==> src/rtl/uart_tx_scheduler.sv <==
// uart_tx_scheduler: round-robin arbiter feeding two requesters' multi-byte frames to one UART TX.
module uart_tx_scheduler #(
    parameter int DATA_WIDTH  = 8,
    parameter int MAX_BYTES   = 2,
    parameter int ACK_TIMEOUT = 15
) (
    input  logic                            CLK,
    input  logic                            RST,
    input  logic                            REQ_A,
    input  logic                            REQ_B,
    input  logic [DATA_WIDTH*MAX_BYTES-1:0] DATA_A,
    input  logic [DATA_WIDTH*MAX_BYTES-1:0] DATA_B,
    input  logic [$clog2(MAX_BYTES)-1:0]    LEN_A,
    input  logic [$clog2(MAX_BYTES)-1:0]    LEN_B,
    output logic                            GNT_A,
    output logic                            GNT_B,
    output logic [DATA_WIDTH-1:0]           TX_P_DATA,
    output logic                            TX_DATA_VALID,
    input  logic                            TX_BUSY,
    output logic                            SCHED_BUSY,
    output logic                            DONE,
    output logic                            ERR
);
    localparam int LW = $clog2(MAX_BYTES);
    localparam int FW = DATA_WIDTH * MAX_BYTES;
    localparam int CW = $clog2(ACK_TIMEOUT + 1);
    localparam logic [LW-1:0] LEN_MAX = LW'(MAX_BYTES - 1);
    localparam logic [CW-1:0] ACK_LAST = CW'(ACK_TIMEOUT - 1);

    typedef enum logic [1:0] {IDLE, ISSUE, WAIT_ACK, WAIT_DONE} state_t;

    state_t        state;
    logic [FW-1:0] frame;
    logic [LW-1:0] left;
    logic [CW-1:0] ack_cnt;
    logic          last_b;
    logic          pick_a;
    logic [LW-1:0] len_sel;

    // A wins unless B alone is asking, or both ask and A was served last
    assign pick_a  = REQ_A && (!REQ_B || last_b);
    assign len_sel = pick_a ? LEN_A : LEN_B;

    always_ff @(posedge CLK) begin
        if (!RST) begin
            state         <= IDLE;
            frame         <= '0;
            left          <= '0;
            ack_cnt       <= '0;
            last_b        <= 1'b1;
            GNT_A         <= 1'b0;
            GNT_B         <= 1'b0;
            TX_P_DATA     <= '0;
            TX_DATA_VALID <= 1'b0;
            SCHED_BUSY    <= 1'b0;
            DONE          <= 1'b0;
            ERR           <= 1'b0;
        end else begin
            GNT_A         <= 1'b0;
            GNT_B         <= 1'b0;
            TX_DATA_VALID <= 1'b0;
            DONE          <= 1'b0;
            ERR           <= 1'b0;
            case (state)
                IDLE: if (REQ_A || REQ_B) begin
                    GNT_A      <= pick_a;
                    GNT_B      <= !pick_a;
                    last_b     <= !pick_a;
                    frame      <= pick_a ? DATA_A : DATA_B;
                    left       <= (len_sel > LEN_MAX) ? LEN_MAX : len_sel;
                    SCHED_BUSY <= 1'b1;
                    state      <= ISSUE;
                end
                ISSUE: if (!TX_BUSY) begin
                    TX_DATA_VALID <= 1'b1;
                    TX_P_DATA     <= frame[DATA_WIDTH-1:0];
                    ack_cnt       <= '0;
                    state         <= WAIT_ACK;
                end
                WAIT_ACK: if (TX_BUSY) begin
                    state <= WAIT_DONE;
                end else if (ack_cnt == ACK_LAST) begin
                    ERR        <= 1'b1;
                    SCHED_BUSY <= 1'b0;
                    state      <= IDLE;
                end else begin
                    ack_cnt <= ack_cnt + 1'b1;
                end
                WAIT_DONE: if (!TX_BUSY) begin
                    if (left != '0) begin
                        frame <= frame >> DATA_WIDTH;
                        left  <= left - 1'b1;
                        state <= ISSUE;
                    end else begin
                        DONE       <= 1'b1;
                        SCHED_BUSY <= 1'b0;
                        state      <= IDLE;
                    end
                end
                default: state <= IDLE;
            endcase
        end
    end
endmodule
==> config.mk <==
export PLATFORM = sky130hd
export DESIGN_NAME = uart_tx_scheduler
export DESIGN_NICKNAME = d
export VERILOG_FILES = /design/src/rtl/uart_tx_scheduler.sv
export SDC_FILE = /design/constraint.sdc
export NUM_CORES = 1
export LEC_CHECK = 0
export CAP_MARGIN = 20
export CORE_ASPECT_RATIO = 0.5
export CORE_MARGIN = 2
export CORE_UTILIZATION = 35
export CTS_CLUSTER_DIAMETER = 150
export DETAILED_ROUTE_END_ITERATION = 6
export PLACE_DENSITY = 0.68
export SYNTH_ARGS = -nofsm -noshare
export SYNTH_HDL_FRONTEND = slang
export SYNTH_SLANG_ARGS = --single-unit
==> constraint.sdc <==
create_clock -name CLK -period 2.1 [get_ports CLK]
set_input_delay 0.315 -clock CLK [delete_from_list [all_inputs] [get_ports CLK]]
set_output_delay 0.315 -clock CLK [all_outputs]
set_load 0.01 [all_outputs]
* After elaboration in Yosys (flattened, before gate mapping)
Index checks and enable logic that the tools add are counted.
Widths: inputs -> output; s select.
** Storage, ports and cells
- Register bits after elaboration :: 38
- Word-level logic and storage cells :: 83
** Cells by class
- Reduce and logical (&&, ||, !) cells :: 20
- Equality and inequality tests :: 13
- $add $sub $neg :: 2
- Muxes and demuxes :: 31
- Order comparisons :: 1
- Bitwise operators :: 4
** Operator list (count)
- $mux 16 :: 4
- $pmux 16 s2 :: 1
- $ne 2x2->1 const B :: 8
- $mux 1 :: 14
- $mux 4 :: 3
- $reduce_and 4->1 :: 3
- $mux 2 :: 5
- $pmux 2 s4 :: 1
- $pmux 4 s2 :: 1
- $reduce_and 2->1 :: 3
- $reduce_and 3->1 :: 2
- $reduce_and 6->1 :: 1
- $reduce_or 3->1 :: 2
- $add 4x1->4 const B :: 1
- $eq 2x2->1 const B :: 2
- $eq 4x4->1 const B :: 1
- $not 1->1 :: 4
- $reduce_bool 2->1 :: 2
- $ne 3x3->1 const B :: 1
- $pmux 1 s3 :: 1
- $reduce_bool 3->1 :: 1
- $eq 2x1->1 const B :: 1
- $logic_not 1->1 :: 2
- $logic_not 2->1 :: 1
- 5 further kinds :: 6

* Longest topological paths before layout
Gate-level depths: netlist (run 1).
- Word-level depth :: 8
- Gate-level depth with buffers :: 7

* Worst setup path after synthesis (run 1)
OpenSTA, ideal clock, no wires.
- Path type :: reg2reg
- Start :: register state[0]
- End :: register frame[6]
- Setup time :: 0.117 ns
- Data required time :: 1.983 ns
- Data arrival time :: 1.590 ns
- Path buffers :: 1
- Path slack :: 0.393 ns
- Clock period less this slack :: 1.707 ns
- Cell stages (with the launch flop) :: 8
- Cell sequence :: dfxtp_1 -> inv_1 -> ha_1 -> or3b_4 -> nand2_4 -> o21a_4 -> buf_8 -> a32o_1
** On the way
- Word-level cells in the longest chain between the ends :: 3
- Elaborated cells between the ends (all ways) :: 8
- Classes of those cells :: 4 x eq/ne; 1 x mux; 3 x reduce/logical
** Ends and longest elaborated chain
- from (decl) :: line 32 : state_t state;
- from (signal assigned) :: line 46 : state <= IDLE;
- from (signal assigned) :: line 72 : state <= ISSUE;
- from (signal assigned) :: line 78 : state <= WAIT_ACK;
- $eq 2x2->1 / $logic_not 2->1 (equally long branches) :: line 64 : case (state)
- $ne 2x2->1 (no source line) / $reduce_bool 2->1 (equally long branches)
- $reduce_and 4->1 (no source line)
- to (signal assigned) :: line 69 : frame <= pick_a ? DATA_A : DATA_B;
- to (signal assigned) :: line 91 : frame <= frame >> DATA_WIDTH;
- to (decl) :: line 33 : logic [FW-1:0] frame;
Parallel ways exist; a longest one is shown, timed or not.
A chain may end at the register's enable or synchronous reset.

* Worst setup path after layout (run 1)
- Start :: register state[0]
- End :: register frame[4]
The elaborated chain is that of the path after synthesis.

==> reports/results.env, run 1 <==
MAXIMUM_BUFFER_DEPTH_OF_THE_CLOCK_TREE=2
GRT_USAGE_PCT=15.4
SETUP.WORST_PATH.CLASS='reg -> reg'
DP_WORST_SETUP_SLACK_NS=0.154
IOS=53
SETUP.WORST_PATH.START_CLASS='flip-flop'
FLOORPLAN.DIE.HEIGHT_UM=55.9
MAX_VDD_DROP_mV=0.346
CLK_PIN_SLEW_NS=0.08
SYNTH.FF_LATCH_COUNT=38
WORST_REG2REG_PATH_ENDPOINT='frame[4]$_SDFFE_PN0P_'
MOSTFREQUENTLAYOUTCELLS='sky130_fd_sc_hd__clkdlybuf4s50_1 (52), sky130_fd_sc_hd__dfxtp_1 (38), sky130_fd_sc_hd__nand2_1 (20)'
MAXSLEWVIOLCOUNT=0
FIRST_GLOBAL_VIAS=1548
DRT_DRC_VIOLATIONS_LEFT=0
N_FILL_CELL=488
DRIVE_ABOVE_1_SHARE_PCT=10.0
PORTBUFFERS=52
INITIAL_UTILIZATION_PCT=37.2
LAYOUT.CELLS.NON_FILLER=330
SYNTHESIS.AREA_PER_INSTANCE_SQ_UM=9.24
GRT_MAX_DEGREE=18
FINAL_MIN_PERIOD_OVER_CLOCK_PERIOD_PCT=90.5
HOLDWS_NS=0.462
YOSYS.AREA.TOP_TYPE='sky130_fd_sc_hd__dfxtp_1'
FINALWORSTPATHREQUIREDPERIOD_NS=1.90
ANTENNA_FOUND_INITIAL=0
TIMING.HOLD.WORST.START='SCHED_BUSY$_SDFFE_PN0P_'
POWER_DENSITY_nW_PER_UM2=1010
LEADING_CELL_TYPE_IN_THE_LAYOUT_FILL_AND_TAPS_EXCLUDED='sky130_fd_sc_hd__clkdlybuf4s50_1'
FINALCLOCKSKEW_NS=0.00566
WORSTPATHARRIVAL_NS=2.13
ROUTABILITY_CONGESTION_ESTIMATE_FROM_GLOBAL_PLACEMENT=0.742
FIN_NETS=305
FINAL_HOLD_VIOL_COUNT=0
SYN-CELL-AREA_SQ_UM=1890
CELL_COUNT_AFTER_SYNTHESIS=204
DETAIL_ROUTE.FIRST_PASS.ITERATIONS=4
YOSYS.CELL_TYPES.COUNT=44
AREAGROWTHSYNTHTOFINISH_PCT=38.6
R2R_START='state[0]$_SDFFE_PN0P_'
YS_ASYNC_SR_FRACTION_PCT=0
SYNTHDOMINANTCELLAREASHARE_PCT=40.3
SYNTH_AREA_LEADERS='sky130_fd_sc_hd__dfxtp_1 (40%), sky130_fd_sc_hd__mux2i_1 (5.8%), sky130_fd_sc_hd__ha_1 (4.6%)'
WORST_HOLD_STAGES=2
PLACEMENT_ROWS=18
SHARE_OF_SYNTHESIZED_AREA_OCCUPIED_BY_FLIP_FLOPS_AND_LATCHES_PCT=40.3
TIMING.CRITICAL_PATH.TO_TYPE='flip-flop'
ANTENNA_CELLS=0
CLOCK_TREE_FROM_TRITONCTS='built'
CTS-HTREE-LEVELS=2
TIMING.HOLD.WORST.CLASS='reg -> reg'
SYNTH_TOP_FLOP_CELL='sky130_fd_sc_hd__dfxtp_1'
DETAIL_ROUTE.WL_PER_CELL_UM=13.1
DIE-AREA_SQ_UM=6030
CLK_ROOT_BUFFER_CELL='sky130_fd_sc_hd__clkbuf_8'
DIE-WIDTH_UM=108
NUM_VIAS=1666
CORE_AREA_SQ_UM=5070
DETAIL_ROUTE.VIAS_PER_CELL=5.05
MAX_CLOCK_FREQ_MHz=526
DRT_FIRST_ITER_VIOLATIONS=71
POST_SYNTH_EDFFS=0
DRV.MAX_CAP_VIOLATION_COUNT=0
DETAIL_ROUTE.WIRELENGTH_MM=4.33
CTS.HOLD.BUFFERS_ADDED=0
SLEW_HEADROOM_PCT=72.0
YOSYS_WARNINGS=0
HPWLAFTERDP_MM=3.32
CLOCK_LATENCY_ON_THE_WORST_SKEW_PAIR_NS=0.29
WORST_EP_REQUIRED_NS=2.33
STATUS='completed'
TOTALNEGATIVESETUPSLACK_NS=0
SYNTH_FP_NETS=250
REG2REGPATHDEPTH=6
SETUP-VIOLATIONS-FINAL=0
CRIT_PATH_MAX_FANOUT=16
WORSTMARGINPINSLEW_NS=0.415
CTS-BUFFERS-INSERTED=5
FINALWORSTSETUPSLACK_NS=0.199
POST-PLACE-CELLS=322
CLOCK-SINKS=38
GRT_FIRST_PASS_WIRELENGTH_MM=7.33
GRT_OVERFLOW_TOTAL=0
R2R_SETUP_SLACK_NS=0.20
ANT_NETS=0
HOLD_PATH_END='SCHED_BUSY$_SDFFE_PN0P_'
RSZ0062_AT_GRT='false'
LEAKAGEPOWER_nW=1.00
-- final cells by class --
cell class,instances,area [sq um],share of cell area [%]
multi-input cells,141,1020,39.0
repair buffers,59,586,22.4
clock inverters,3,40.0,1.53
clock buffers,5,68.8,2.63
well taps,70,87.6,3.35
flip-flops and latches,38,761,29.1
inverters,14,52.6,2.01
-- worst max path at each step --
| stage | startpoint | end | slack (ns) | depth (start not counted) |
|---|---|---|---|---|
| final | state[0]$_SDFFE_PN0P_ | frame[4]$_SDFFE_PN0P_ | 0.20 | 6 |
| after global routing | state[0]$_SDFFE_PN0P_ | frame[4]$_SDFFE_PN0P_ | 0.03 | 6 |
| after CTS | state[0]$_SDFFE_PN0P_ | frame[4]$_SDFFE_PN0P_ | 0.14 | 6 |
| after detailed placement | TX_BUSY | frame[4]$_SDFFE_PN0P_ | 0.15 | 5 |
| after global placement | TX_BUSY | frame[5]$_SDFFE_PN0P_ | 0.20 | 5 |
| after floorplan | state[0]$_SDFFE_PN0P_ | frame[6]$_SDFFE_PN0P_ | 0.39 | 7 |
-- worst max-delay path, cell delays in order, from the launching register on --
cell and delay (ns):
sky130_fd_sc_hd__dfxtp_1 0.44, sky130_fd_sc_hd__inv_1 0.10, sky130_fd_sc_hd__ha_1 0.30, sky130_fd_sc_hd__and2b_2 0.26, sky130_fd_sc_hd__a21oi_1 0.30, sky130_fd_sc_hd__o21a_4 0.29
sky130_fd_sc_hd__a32o_1 0.15
-- routing by layer --
metal | share of wire (%) | vias to the layer above | GRT usage, %
met1 | 49 | 780 | 21.4
met3 | 5.4 | 5 | 4.45
met4 | 0.99 | 0 | 4.58
li1 | - | 841 | -
met5 | 0 | - | 0
met2 | 44 | 40 | 23.0
-- power by group --
group,total [mW],switching (mW),internal [mW]
Clock,0.610,0.260,0.350
Sequential,1.04,0.127,0.908
Combinational,0.993,0.491,0.502
-- metrics by stage --
stage | area, sq um | power [mW] | util, %
final | 2610 | 2.64 | 51.6
after global routing | 2610 | 2.82 | 51.6
after CTS | 2610 | 2.64 | 51.5
after detailed placement | 2500 | 2.02 | 49.3
after global placement | 2500 | 1.99 | 49.3
after floorplan | 1890 | 1.71 | -
-- cells in the mapped netlist, types with 7 or more instances --
cell	number
sky130_fd_sc_hd__nand2_1	20
sky130_fd_sc_hd__nand2b_1	10
sky130_fd_sc_hd__o211ai_1	8
sky130_fd_sc_hd__mux2i_1	11
sky130_fd_sc_hd__a32o_1	8
sky130_fd_sc_hd__o2bb2ai_1	8
sky130_fd_sc_hd__inv_1	14
sky130_fd_sc_hd__o21ai_0	14
sky130_fd_sc_hd__ha_1	7
sky130_fd_sc_hd__dfxtp_1	38
sky130_fd_sc_hd__a21boi_0	8
-- sequential cells by signal, indices dropped and copies added (netlist names) --
name and cells:
left 1, state 2, DONE 1, ERR 1
GNT_A 1, GNT_B 1, TX_P_DATA 8, TX_DATA_VALID 1
SCHED_BUSY 1, ack_cnt 4, last_b 1, frame 16
-- what timing repair did --
action | CTS | global route
setup buffers | 0 | 0
gates resized for setup | 0 | 1
endpoints found under the setup margin | 0 | 8
-- kinds of logic (layout without fill, tap and decap cells) --
| logic type | after synthesis | after routing | share of synthesized area [%] |
|---|---|---|---|
| buffers and inverters | 25 | 81 | 5.97 |
| AO/OA/AOI/OAI | 56 | 56 | 22.3 |
| flip-flops | 38 | 38 | 40.3 |
| multiplexers | 11 | 11 | 5.84 |
| AND/OR/NAND/NOR | 65 | 65 | 20.0 |
| adder cells (fa/ha/maj) | 7 | 7 | 4.64 |
| XOR/XNOR | 2 | 2 | 0.929 |
Note: power is estimated with default switching activity, not from simulation.
==> inputs of run 2 (changes only) <==
- ABC_CLOCK_PERIOD_IN_PS: not set -> 2100
==> results of run 2 <==
Same layout as run 1: the final DEF is identical, and so are final timing and power.
